## config.mk

```make
export PLATFORM = sky130hd
export DESIGN_NAME = gray_px_streamer
export DESIGN_NICKNAME = d
export VERILOG_FILES = /design/src/rtl/gray_px_streamer.sv
export SDC_FILE = /design/constraint.sdc
export NUM_CORES = 1
export LEC_CHECK = 0
export ABC_AREA = 1
export BUFFER_PORTS_ARGS = -buffer_cell sky130_fd_sc_hd__buf_4
export CELL_PAD_IN_SITES_DETAIL_PLACEMENT = 1
export CELL_PAD_IN_SITES_GLOBAL_PLACEMENT = 1
export CORE_ASPECT_RATIO = 1.2
export CORE_MARGIN = 3
export CORE_UTILIZATION = 25
export CTS_CLUSTER_SIZE = 28
export DETAILED_ROUTE_END_ITERATION = 8
export HOLD_SLACK_MARGIN = 0.15
export PLACE_DENSITY_LB_ADDON = 0.1
export SYNTH_ARGS = -nofsm -noshare
export SYNTH_HDL_FRONTEND = slang
export SYNTH_SLANG_ARGS = --single-unit
```

## constraint.sdc

```tcl
create_clock -name sobel_clk -period 3.5 [get_ports sobel_clk]
set_clock_uncertainty 0.05 [all_clocks]
set_input_delay 0.7 -clock sobel_clk [delete_from_list [all_inputs] [get_ports sobel_clk]]
set_output_delay 0.7 -clock sobel_clk [all_outputs]
set_load 0.02 [all_outputs]
```

## src/rtl/gray_px_streamer.sv

```systemverilog
// gray_px_streamer
// ----------------
// Reads one grayscale frame (IMG_W*IMG_H pixels, raster order, one pixel per
// address) from a synchronous single-port memory with one cycle of read
// latency, and streams it to the Sobel datapath with a valid/ready handshake.
// A 2-entry prefetch FIFO hides the read latency, so a consumer that never
// stalls receives one pixel per clock.
//
// Ports
//   sobel_clk      in   clock, rising edge
//   reset          in   asynchronous active-low reset
//   start          in   one-cycle pulse, begins a frame (only honoured in IDLE)
//   mem_rd_en      out  memory read strobe
//   mem_addr       out  pixel index being read
//   mem_rdata      in   read data, valid the cycle after mem_rd_en
//   input_px_gray  out  FIFO head pixel
//   ack_read       out  pixel valid (FIFO not empty)
//   px_ready       in   consumer ready; transfer = ack_read & px_ready
//   busy           out  frame in progress
//   frame_done     out  one-cycle pulse after the last transfer
//
// Build option
//   GRAY_STREAMER_FRAME_LOOP_EN : when defined, DONE restarts the next frame
//   immediately (back-to-back frames, busy held until reset). When undefined,
//   one frame is produced per start.

module gray_px_streamer #(
    parameter int IMG_W  = 320,
    parameter int IMG_H  = 240,
    parameter int PX_W   = 15,
    parameter int ADDR_W = 17
) (
    input  logic              sobel_clk,
    input  logic              reset,
    input  logic              start,
    output logic              mem_rd_en,
    output logic [ADDR_W-1:0] mem_addr,
    input  logic [PX_W-1:0]   mem_rdata,
    output logic [PX_W-1:0]   input_px_gray,
    output logic              ack_read,
    input  logic              px_ready,
    output logic              busy,
    output logic              frame_done
);

    localparam int NPX   = IMG_W * IMG_H;
    localparam int CNT_W = $clog2(NPX + 1);
    localparam logic [ADDR_W-1:0] LAST_ADDR = ADDR_W'(NPX - 1);
    localparam logic [CNT_W-1:0]  LAST_XFER = CNT_W'(NPX - 1);

    typedef enum logic [1:0] {
        S_IDLE  = 2'd0,
        S_RUN   = 2'd1,
        S_DRAIN = 2'd2,
        S_DONE  = 2'd3
    } state_e;

    state_e            state_q, state_d;
    logic [ADDR_W-1:0] addr_q, addr_d;
    logic [CNT_W-1:0]  xfer_cnt_q, xfer_cnt_d;
    logic              inflight_q;
    logic [1:0]        fifo_cnt_q, fifo_cnt_d;
    logic [PX_W-1:0]   fifo_q [2];
    logic              wr_ptr_q, rd_ptr_q;

    logic              xfer;
    logic              wr_en;
    logic              rd_en;
    logic [2:0]        occ_after;

    // FIFO status and handshake
    assign ack_read      = (fifo_cnt_q != 2'd0);
    assign xfer          = ack_read & px_ready;
    assign wr_en         = inflight_q;
    assign input_px_gray = fifo_q[rd_ptr_q];

    // Occupancy the FIFO will have once the in-flight word lands, with the
    // pixel leaving this cycle already subtracted. Counting the departing
    // pixel is what lets a never-stalling consumer see one pixel per clock;
    // xfer implies fifo_cnt_q >= 1, so this never underflows.
    assign occ_after = {1'b0, fifo_cnt_q} + {2'b00, inflight_q} - {2'b00, xfer};
    assign rd_en     = (state_q == S_RUN) && (occ_after < 3'd2);

    assign mem_rd_en = rd_en;
    assign mem_addr  = addr_q;

    assign fifo_cnt_d = fifo_cnt_q + {1'b0, wr_en} - {1'b0, xfer};

    // Next-state and FSM outputs
    always_comb begin
        state_d    = state_q;
        addr_d     = addr_q;
        xfer_cnt_d = xfer_cnt_q;
        frame_done = 1'b0;
`ifdef GRAY_STREAMER_FRAME_LOOP_EN
        busy       = (state_q != S_IDLE);
`else
        busy       = (state_q == S_RUN) || (state_q == S_DRAIN);
`endif

        if (xfer) begin
            xfer_cnt_d = xfer_cnt_q + 1'b1;
        end

        case (state_q)
            S_IDLE: begin
                if (start) begin
                    state_d    = S_RUN;
                    addr_d     = '0;
                    xfer_cnt_d = '0;
                end
            end
            S_RUN: begin
                // Address saturates at the last pixel; issuing it ends RUN.
                if (rd_en) begin
                    if (addr_q == LAST_ADDR) begin
                        state_d = S_DRAIN;
                    end else begin
                        addr_d = addr_q + 1'b1;
                    end
                end
            end
            S_DRAIN: begin
                // The last read always lands after RUN is left, so the final
                // transfer can only happen here.
                if (xfer && (xfer_cnt_q == LAST_XFER)) begin
                    state_d = S_DONE;
                end
            end
            S_DONE: begin
                frame_done = 1'b1;
`ifdef GRAY_STREAMER_FRAME_LOOP_EN
                state_d    = S_RUN;
                addr_d     = '0;
                xfer_cnt_d = '0;
`else
                state_d    = S_IDLE;
`endif
            end
            default: begin
                state_d = S_IDLE;
            end
        endcase
    end

    // FSM and counters
    always_ff @(posedge sobel_clk or negedge reset) begin
        if (!reset) begin
            state_q    <= S_IDLE;
            addr_q     <= '0;
            xfer_cnt_q <= '0;
        end else begin
            state_q    <= state_d;
            addr_q     <= addr_d;
            xfer_cnt_q <= xfer_cnt_d;
        end
    end

    // Prefetch FIFO; clearing inflight on reset discards a pending read.
    always_ff @(posedge sobel_clk or negedge reset) begin
        if (!reset) begin
            inflight_q <= 1'b0;
            fifo_cnt_q <= '0;
            wr_ptr_q   <= 1'b0;
            rd_ptr_q   <= 1'b0;
            fifo_q[0]  <= '0;
            fifo_q[1]  <= '0;
        end else begin
            inflight_q <= rd_en;
            fifo_cnt_q <= fifo_cnt_d;
            if (wr_en) begin
                fifo_q[wr_ptr_q] <= mem_rdata;
                wr_ptr_q         <= ~wr_ptr_q;
            end
            if (xfer) begin
                rd_ptr_q <= ~rd_ptr_q;
            end
        end
    end

endmodule

```

==> metrics.md <==
| Metric | Value |
|---|---|
| Worst reg-to-reg path cell count | `14` |
| Crit-path max FO | `4` |
| Net count after synthesis | `547` |
| Layout area overhead | `23.2%` |
| Final Util | `0.321` |
| Top cells by area, synth | `dfrtp_1, nand2_1, inv_1` |
| CP Launch Type | `flip-flop` |
| Sequential fraction of the synthesis area | `0.465` |
| Final max-slew violation count | `0` |
| Slowest stage delay, CP | `0.46 ns` |
| Crit path max-delay cell type | `fa_1` |
| Most frequent CP cell | `ha_1` |
| Buffers on Ports | `54` |
| Main combinational cell family by area after synthesis | `simple AND/OR/NAND/NOR gates` |
| Setup TNS | `0 ns` |
| Most frequent cells in the layout | `nand2_1, dfrtp_1, inv_1` |
| Setup violators final | `0` |
| Routability cong. | `0.738` |
| First-pass GRT wire length | `17.9 mm` |
| Worst EP required | `2.75 ns` |
| Share of layout cells above drive strength 1 | `0.149` |
| Chip height | `141 um` |
| Die Wd | `119 um` |
| Synth Area in XOR/XNOR | `0.0138` |
| Simple-gate share of the synthesized area | `0.322` |
| CTS sink cnt | `71` |
| Pleak | `2.40 nW` |
| Yosys Warn Count | `0` |
| Post-DR wirelength/cell | `13.3 um` |
| Fin. Hold Viols | `0` |
| Starting Density | `0.261` |
| Mux share of post-synthesis cell area | `0` |
| RSZ-0062 raised after global routing | `false` |
| Synth Area in Compound Gates | `0.0855` |
| Top-area cell type share of the netlist area | `0.465` |
| Fin crit share | `0.939` |
| # nets final | `602` |
| Core Area | `14700 sq um` |
| Vias per inst | `4.34` |
| CTS clk-pin slew, worst paths | `0.06 ns` |
| DR iter-0 viols | `133` |
| DRC violations left | `0` |
| Setup crit end kind | `output port` |
| CTS tree | `built` |
| Synth Register Bits | `71` |
| Global Route Usage Sum | `0.133` |
| Vias in the first global route | `3533` |
| Max_slew headroom | `0.355` |
| Worst hold path depth | `2` |
| # rows | `48` |
| CP cell instances | `nor2_2 > nor2_4 > ha_1 > inv_1 > ha_1 > fa_1 > a21oi_1 > o21ai_1 > nor2_1 > buf_4` |
| MaxCap Viol Count | `0` |
| H-tree depth | `3` |
| Post-Synthesis Cells | `518` |
| Num ports | `55` |
| Vias post-DR | `3373` |
| Pin count of the biggest net entering global routing | `72` |
| Setup bufs post-CTS | `0` |
| Avg Inst Size Synth | `7.37 sq um` |
| Hpwl dp | `7.23 mm` |
| Die ar. | `16800 sq um` |
| Hold buffers post-CTS | `0` |
| Outcome | `complete, no violations` |
| N_diodes | `0` |
| CP arrival | `2.54 ns` |
| Initial antenna violation count | `0` |
| Netlist Area Pre-Place | `3820 sq um` |
| Fmax | `0.304 GHz` |
| Min-Delay Path Class | `reg2reg` |
| Measured slew at the worst slew-check pin | `0.968 ns` |
| Total gr overflow | `0` |
| Clk_lat worst skew | `0.34 ns` |
| First-pass iteration count of the detailed router | `4` |
| Adder-Cell Fraction of Synth Area | `0.0347` |
| Pwr/cell area | `785 nW/um^2` |
| Layout fillers | `1842` |
| Tmin final | `3.29 ns` |
| Clk root buf | `clkbuf_16` |
| Clock Tree Buf Depth | `2` |
| Kind of critical path | `reg2out` |
| Final WL | `10.3 mm` |
| Total CTS buffers | `9` |
| Worst hold slack | `0.433 ns` |
| Antenna viol nets, final | `0` |
| Cell taking the most area after synthesis | `dfrtp_1` |
| Netlist cell types | `28` |
| Peak supply drop | `0.000193 V` |
| Most common cell after layout, fill and taps aside | `nand2_1` |
| CTS resizes | `0` |
[cell usage after synthesis]
cell type,count
nand2_1,190
nand2_2,1
nand3_4,1
ha_1,9
nor3_1,8
dfrtp_1,71
a21oi_1,11
buf_2,1
nand3b_1,1
inv_1,63
inv_2,1
o21ai_1,3
o21bai_1,2
nor2_1,54
nand2_4,1
o21a_1,1
nor2_4,3
o21ai_0,43
nand4_1,5
xor2_1,6
o21bai_4,1
fa_1,1
nor2_2,2
buf_8,1
or2_2,2
nand2_8,1
nand3_1,24
clkbuf_1,11
[cell type report]
class                           instances  area (sq um)  area share
Clock buffer                           10           229      0.0487
Clock inverter                          6          37.5     0.00798
Inverter                               64           240      0.0511
Multi-Input combinational cell        370          1740       0.370
Sequential cell                        71          1780       0.378
Tap cell                              200           250      0.0532
Timing Repair Buffer                   57           428      0.0910
[kinds of logic (layout without fill, tap and decap cells)]
kind of cell,count (synthesis),count (layout)
adders and majority gates,10,10
DFF,71,71
AOI/OAI and AO/OA,61,61
and+or+nand+nor,293,293
buffers and inverters,77,137
xor gates and xnor gates,6,6
[sequential cells by signal, summed over array words and instances, names as in the netlist]
name and cells:
xfer_cnt_q 17, fifo_q 30, wr_ptr_q 1, inflight_q 1, mem_addr 17, rd_ptr_q 1
state_q 2, fifo_cnt_q 2
[final timing paths]
kind | startpoint | endpoint | slack, ns
min in group asynchronous | reset | fifo_q[17] | 0.47
max | fifo_cnt_q[1] | mem_rd_en | 0.21
min | fifo_q[17] | fifo_q[17] | 0.43
max in group asynchronous | reset | mem_addr[6] | 2.31
min reg2reg | fifo_q[17] | fifo_q[17] | 0.43
max reg2reg | fifo_cnt_q[1] | mem_addr[14] | 0.84
[where the power goes]
part           internal, mW  total, mW  switching [mW]
Sequential             1.07       1.22           0.147
Clock                 0.476      0.844           0.369
Combinational         0.578       1.63            1.05
[critical path: cells and delay by family (launching register included)]
| kind | cells | cell delay (ns) |
|---|---|---|
| buf+inv | 2 | 0.23 |
| flops | 1 | 0.43 |
| fa+ha+maj | 3 | 0.91 |
| compound gates | 2 | 0.21 |
| simple gates | 3 | 0.42 |
[routing by layer]
metal / GRT usage / vias up / wire length (um)
met5: 0 / - / 0
met4: 0.0531 / 0 / 186
met3: 0.0319 / 15 / 376
met2: 0.220 / 45 / 4930
met1: 0.166 / 1602 / 4850
li1: - / 1711 / -
[through the flow]
step / cell area [sq um] / std cells / setup WS, ns / total power, mW
2_1_floorplan: 3820 / 518 / 0.442 / 2.30
3_5_place_dp: 4440 / 762 / 0.189 / 2.91
6_report: 4700 / 778 / 0.214 / 3.69
4_1_cts: 4700 / 778 / 0.102 / 3.78
5_1_grt: 4700 / 778 / 0.0630 / 4.04
3_3_place_gp: 4440 / 762 / 0.238 / 2.85
(Power assumes the default switching activity.)
